===== src/rtl/pkt_tx_pkg.sv =====
// Shared types and constants for the packet transmitter.
//   state_e    : controller states (IDLE, LOAD, SEND)
//   LFSR_SEED  : reset value of the gap-insertion LFSR
//   LFSR_TAPS  : Galois feedback mask (x^16 + x^14 + x^13 + x^11 + 1)
//   lfsr_step  : one Galois right-shift step of the LFSR
package pkt_tx_pkg;

    typedef enum logic [1:0] {
        IDLE = 2'd0,
        LOAD = 2'd1,
        SEND = 2'd2
    } state_e;

    localparam logic [15:0] LFSR_SEED = 16'hACE1;
    localparam logic [15:0] LFSR_TAPS = 16'hB400;

    function automatic logic [15:0] lfsr_step(input logic [15:0] v);
        return (v >> 1) ^ (v[0] ? LFSR_TAPS : 16'h0000);
    endfunction

endpackage


===== src/rtl/pkt_tx_ram.sv =====
// Single-port packet buffer, DEPTH x DWIDTH, registered read (1-cycle latency).
//   clk_i : clock
//   we    : write enable (write wdata at addr)
//   addr  : shared read/write address
//   wdata : write data
//   rdata : read data, mem[addr] sampled on the previous rising edge
module pkt_tx_ram #(
    parameter int unsigned DWIDTH = 8,
    parameter int unsigned DEPTH  = 16,
    parameter int unsigned AWIDTH = 4
) (
    input  logic              clk_i,
    input  logic              we,
    input  logic [AWIDTH-1:0] addr,
    input  logic [DWIDTH-1:0] wdata,
    output logic [DWIDTH-1:0] rdata
);

    logic [DWIDTH-1:0] mem [DEPTH];

    // Storage is never reset; contents survive a mid-packet reset.
    always_ff @(posedge clk_i) begin
        if (we) begin
            mem[addr] <= wdata;
        end
        rdata <= mem[addr];
    end

endmodule


===== src/rtl/pkt_tx.sv =====
// Packet transmitter: buffers one packet from a load interface and replays it
// on an Avalon-ST source (readyLatency 0) with sop/eop delimiters.
//   clk_i, rst_i          : clock, asynchronous active-high reset
//   ld_data_i/valid/last  : load word, its valid, final-word marker
//   ld_ready_o            : load word accepted when ld_valid_i && ld_ready_o
//   src_data_o/valid      : source word and valid
//   src_startofpacket_o   : first word of packet
//   src_endofpacket_o     : last word of packet
//   src_ready_i           : sink ready
//   ovf_o                 : one-cycle pulse when a packet is cut at MAX_PKT_LEN
// Optional macro PKT_TX_GAP_EN: LFSR-driven idle cycles between source words.
module pkt_tx
    import pkt_tx_pkg::*;
#(
    parameter int unsigned DWIDTH      = 8,
    parameter int unsigned MAX_PKT_LEN = 16
) (
    input  logic              clk_i,
    input  logic              rst_i,
    input  logic [DWIDTH-1:0] ld_data_i,
    input  logic              ld_valid_i,
    input  logic              ld_last_i,
    output logic              ld_ready_o,
    output logic [DWIDTH-1:0] src_data_o,
    output logic              src_startofpacket_o,
    output logic              src_endofpacket_o,
    output logic              src_valid_o,
    input  logic              src_ready_i,
    output logic              ovf_o
);

    localparam int unsigned CW = $clog2(MAX_PKT_LEN + 1);
    localparam int unsigned AW = (MAX_PKT_LEN > 1) ? $clog2(MAX_PKT_LEN) : 1;

    state_e        state_q, state_n;
    logic [CW-1:0] cnt_q, cnt_n;
    logic [CW-1:0] rd_idx_q, rd_idx_n;
    logic [CW-1:0] rd_next_c;
    logic          ld_ready_n, valid_n, sop_n, eop_n, ovf_n;
    logic          acc_c, hs_c, gap_c;
    logic          ram_we_c;
    logic [AW-1:0] ram_addr_c;

`ifdef PKT_TX_GAP_EN
    logic [15:0] lfsr_q, lfsr_n;

    // Free-running gap generator; bit 0 of the next value gates new words.
    assign lfsr_n = lfsr_step(lfsr_q);
    assign gap_c  = lfsr_n[0];

    always_ff @(posedge clk_i or posedge rst_i) begin
        if (rst_i) begin
            lfsr_q <= LFSR_SEED;
        end else begin
            lfsr_q <= lfsr_n;
        end
    end
`else
    assign gap_c = 1'b0;
`endif

    // Buffer: written at cnt during load, read at the look-ahead index during send.
    pkt_tx_ram #(
        .DWIDTH (DWIDTH),
        .DEPTH  (MAX_PKT_LEN),
        .AWIDTH (AW)
    ) u_ram (
        .clk_i (clk_i),
        .we    (ram_we_c),
        .addr  (ram_addr_c),
        .wdata (ld_data_i),
        .rdata (src_data_o)
    );

    // State and output registers.
    always_ff @(posedge clk_i or posedge rst_i) begin
        if (rst_i) begin
            state_q             <= IDLE;
            cnt_q               <= '0;
            rd_idx_q            <= '0;
            ld_ready_o          <= 1'b0;
            src_valid_o         <= 1'b0;
            src_startofpacket_o <= 1'b0;
            src_endofpacket_o   <= 1'b0;
            ovf_o               <= 1'b0;
        end else begin
            state_q             <= state_n;
            cnt_q               <= cnt_n;
            rd_idx_q            <= rd_idx_n;
            ld_ready_o          <= ld_ready_n;
            src_valid_o         <= valid_n;
            src_startofpacket_o <= sop_n;
            src_endofpacket_o   <= eop_n;
            ovf_o               <= ovf_n;
        end
    end

    // Next-state and output logic.
    always_comb begin
        state_n    = state_q;
        cnt_n      = cnt_q;
        rd_idx_n   = rd_idx_q;
        valid_n    = src_valid_o;
        sop_n      = src_startofpacket_o;
        eop_n      = src_endofpacket_o;
        ovf_n      = 1'b0;
        ram_we_c   = 1'b0;
        ram_addr_c = AW'(cnt_q);
        acc_c      = ld_valid_i && ld_ready_o;
        hs_c       = src_valid_o && src_ready_i;
        // Index of the word presented next cycle; fetching it now keeps the
        // RAM output aligned with the source register without bubbles.
        rd_next_c  = hs_c ? rd_idx_q + CW'(1) : rd_idx_q;

        case (state_q)
            IDLE, LOAD: begin
                rd_idx_n = '0;
                valid_n  = 1'b0;
                sop_n    = 1'b0;
                eop_n    = 1'b0;
                if (acc_c) begin
                    ram_we_c = 1'b1;
                    cnt_n    = cnt_q + CW'(1);
                    if (ld_last_i || (cnt_q == CW'(MAX_PKT_LEN - 1))) begin
                        state_n = SEND;
                        ovf_n   = !ld_last_i;
                    end else begin
                        state_n = LOAD;
                    end
                end
            end
            SEND: begin
                ram_addr_c = AW'(rd_next_c);
                rd_idx_n   = rd_next_c;
                if (hs_c && src_endofpacket_o) begin
                    state_n  = IDLE;
                    cnt_n    = '0;
                    rd_idx_n = '0;
                    valid_n  = 1'b0;
                    sop_n    = 1'b0;
                    eop_n    = 1'b0;
                end else if (!(src_valid_o && !src_ready_i)) begin
                    // Only a free output slot may take a new word; a stalled
                    // word keeps its valid and delimiters.
                    valid_n = (rd_next_c < cnt_q) && !gap_c;
                    sop_n   = valid_n && (rd_next_c == '0);
                    eop_n   = valid_n && (rd_next_c == cnt_q - CW'(1));
                end
            end
            default: begin
                state_n = IDLE;
            end
        endcase

        ld_ready_n = (state_n != SEND);
    end

endmodule


===== config.mk =====
export PLATFORM = sky130hd
export DESIGN_NAME = pkt_tx
export DESIGN_NICKNAME = d
export VERILOG_FILES = /design/src/rtl/pkt_tx_pkg.sv /design/src/rtl/pkt_tx_ram.sv /design/src/rtl/pkt_tx.sv
export SDC_FILE = /design/constraint.sdc
export NUM_CORES = 1
export LEC_CHECK = 0
export ABC_AREA = 1
export CAP_MARGIN = 20
export CORE_ASPECT_RATIO = 1.4
export CORE_MARGIN = 2
export CORE_UTILIZATION = 45
export CTS_CLUSTER_SIZE = 12
export DETAILED_ROUTE_END_ITERATION = 16
export SYNTH_ARGS = -nofsm -noshare
export SYNTH_HDL_FRONTEND = slang
export SYNTH_HIERARCHICAL = 1
export SYNTH_SLANG_ARGS = --single-unit

===== constraint.sdc =====
create_clock -name clk_i -period 6.25 [get_ports clk_i]
set_input_delay 1.875 -clock clk_i [delete_from_list [all_inputs] [get_ports clk_i]]
set_output_delay 1.875 -clock clk_i [all_outputs]
set_load 0.03 [all_outputs]

==> results by group <==
STA
  • Final worst path period need: 4.60 ns
  • Post-Route Skew: 0.00705 ns
  • Worst-margin pin slew: 0.810 ns
  • Fin. max-slew vios: 0
  • Setup TNS: 0 ns
  • Final hold violation count: 0
  • Slew HR: 0.458
  • Final period util: 0.737
  • Post-layout worst setup margin: 1.65 ns
  • # setup viols final: 0
  • Min Hold Slack: 0.506 ns
  • RSZ-0062 raised after global routing: no
  • Fmax: 217 MHz

Final layout
  • FILL cells: 1372
  • Synthesis-to-finish area growth: 14.3%
  • Fin area: 7760 um2
  • Nets: 775
  • Multi-input gate area: 2040 um2
  • Storage cell area: 4430 um2
  • Share of layout cells above drive strength 1: 0.0535
  • Antenna Cells: 0

Synth
  • Syn Inst Count: 726
  • Asr flop ratio synth: 0.111
  • Post-synth EDFFs: 128
  • Seq/Total Area, Yosys: 0.653
  • Library cells used by synthesis: 23
  • Top post-synthesis cells by count: nand2_1 (402), edfxtp_1 (128), inv_1 (52), nor2_1 (38), nand3_1 (18)
  • Dominant synthesized flop cell: edfxtp_1
  • Post-Syn Area: 6790 um2
  • Area leader, netlist: edfxtp_1
  • Synthesis-stage register bit count: 153
  • Synth Net Count: 748
  • Area contributors post-synth: edfxtp_1 (57%), nand2_1 (22%), dfrtp_1 (6.3%), inv_1 (2.9%), dfxtp_1 (2.4%)
  • Mean post-synth cell area: 9.35 um2
  • Synth top area share: 0.566
  • Most common cell in the netlist: nand2_1
  • Ys Warns: 6

Setup path
  • Critical path class: in2reg
  • Critical path peak fanout: 66
  • Critical path arrival: 4.65 ns
  • Critical path buffer and inverter count: 2
  • Worst path cell trace: clkdlybuf4s50_1 -> nand2_1 -> nand2_1 -> nand2_1 -> a21oi_4 -> buf_4 -> nand3_1 -> nor2_1
  • Largest delay share family, worst path: simple AND/OR/NAND/NOR gates
  • Critical Path Source: src_ready_i
  • Worst R2R Path Depth: 7
  • Reg-to-Reg End: u_ram/mem[13][2]$_DFFE_PP_
  • Setup crit end kind: flop
  • R2r setup slk: 3.23 ns
  • Worst path most repeated cell: nand2_1
  • Slowest stage delay, CP: 0.63 ns
  • Slowest CP cell: nor2_1
  • CP Data Required Time: 6.30 ns
  • Nature of the critical path startpoint: input port
  • R2R Path Start: src_valid_o$_DFFE_PP0P_

Worst hold path
  • Hold Path End: src_startofpacket_o$_DFFE_PP0P_
  • Hold Path Stages: 2
  • HP Class: reg2reg
  • HP Start: src_startofpacket_o$_DFFE_PP0P_

Power
  • Combinational share of power: 0.400
  • PD cells: 478 nW/um2
  • Switching share of total power: 0.408
  • Net Sw Power: 1520 uW
  • Total Power: 3710 uW
  • Static Leakage: 0.00337 uW
  • Part of the power in registers: 0.346
  • Clock share of power: 0.254
  • Internal: 2200 uW
  • Peak supply drop: 0.323 mV

Die
  • DIE AREA: 16100 um2
  • # rows: 53
  • Chip height: 149 um
  • Core area: 14900 um2
  • # IOs: 26
  • Initial Util: 0.457
  • DIE WIDTH: 108 um

Place
  • Count of input and output buffers: 25
  • Dpl cell area: 7200 um2
  • Post-DP HPWL: 10.8 mm
  • GPL Wtd Cong: 0.931
  • Dpl ws: 1.25 ns

Routing
  • DRT iter0 DRCs: 281
  • WL final: 15.6 mm
  • DRT antenna net count: 0
  • Routed WL per cell: 16.3 um
  • DRC violations left: 0
  • First-pass DRT Iterations: 5
  • Via count: 4775
  • Vias/cell: 4.98

Outcome
  • Outcome: finished clean

CTS
  • Post-CTS Setup Inserts: 0
  • CTS max path bufs: 2
  • # resized after CTS: 0
  • CTS tree: done
  • Reg clk slew, reported paths: 0.06 ns
  • CTS H-tree lvls: 4
  • Clk Latency, worst-skew pair: 0.41 ns
  • Root Driver: clkbuf_16
  • Sink Count: 153
  • Post-CTS Hold Fix Bufs: 0
  • CTS Buf Count: 17

Global route
  • First-pass GRT wire length: 24.3 mm
  • Vias in the first global route: 4797
  • GRT Util Overall: 0.207
  • Largest net degree at the start of global routing: 67
  • Remaining Overflow, GRT: 0
  • Initial antenna violation count: 0

Run
  • Max-cap viol count: 0
-- power groups by stage --
| stage | Clock, uW | Sequential (uW) | Combinational (uW) |
|---|---|---|---|
| after global placement | 0 | 1300 | 1470 |
| after floorplan | 0 | 1350 | 1010 |
| after global routing | 1010 | 1290 | 1670 |
| after CTS | 961 | 1290 | 1490 |
| after detailed placement | 0 | 1310 | 1480 |
| final | 942 | 1280 | 1480 |
-- cell type report --
class                      instances  area share
sequential                       153       0.571
multi-input combinational        496       0.264
clock buffer                      18      0.0553
timing repair buffer              29      0.0361
tap                              192      0.0310
inverter                          56      0.0271
clock inverter                    14      0.0161
-- worst reg2reg max path, cell delays in order, from the launching register on --
cell and delay [ns]:
dfrtp_1 0.46, nand2_1 0.15, nand2_1 0.08, nand2_1 0.13, a21oi_4 0.18, buf_4 0.54, nand3_1 0.47, nor2_1 0.63
-- layout by cell type (no fill, tap or decap), types with 2 or more instances in the layout --
cell type / instances
dfrtp_1: 17
o21ai_2: 2
dfxtp_1: 8
nand4_1: 2
o21ai_0: 9
a21oi_1: 4
edfxtp_1: 128
ha_1: 9
nand2_1: 402
nor2_1: 38
inv_1: 52
xor2_1: 2
inv_6: 2
inv_2: 3
nand3_1: 18
clkinv_4: 4
clkinv_1: 3
buf_4: 4
o22ai_1: 5
clkbuf_16: 17
clkinvlp_4: 4
clkdlybuf4s50_1: 25
-- worst max path at each step --
| stage | endpoint | slack, ns | cells after the start |
|---|---|---|---|
| floorplan | u_ram/mem[4][0]$_DFFE_PP_ | 2.52 | 9 |
| finish | u_ram/mem[13][2]$_DFFE_PP_ | 1.65 | 8 |
| CTS | u_ram/mem[13][2]$_DFFE_PP_ | 1.68 | 8 |
| global route | u_ram/mem[4][7]$_DFFE_PP_ | 1.40 | 9 |
| global placement | u_ram/mem[9][0]$_DFFE_PP_ | 1.32 | 8 |
| detailed placement | u_ram/mem[13][3]$_DFFE_PP_ | 1.25 | 8 |
-- flip-flops by register name (all words and copies together), names as in the netlist --
name                 count
rd_idx_q                 5
state_q                  2
src_valid_o              1
ld_ready_o               1
u_ram/mem              128
src_startofpacket_o      1
u_ram/rdata              8
src_endofpacket_o        1
cnt_q                    5
ovf_o                    1
-- per-layer routing --
layer	wire length, um	global-route usage	part of all wire
met5	0	0	0
met4	542	0.0949	0.035
met3	567	0.0415	0.036
met2	8620	0.386	0.55
met1	5850	0.223	0.38
-- through the flow --
step | utilization | std cells
after floorplan | - | 726
after global placement | 0.485 | 926
after detailed placement | 0.485 | 926
after CTS | 0.522 | 958
after global routing | 0.522 | 958
final | 0.522 | 958
-- logic make-up after synthesis --
logic type                 Yosys count  share of synthesized area
xor gates and xnor gates             2                    0.00258
adders and majority gates            9                     0.0166
and+or+nand+nor                    462                      0.261
AOI/OAI and AO/OA                   23                     0.0188
DFF                                153                      0.653
buffers and inverters               77                     0.0481
(Power assumes the default switching activity.)
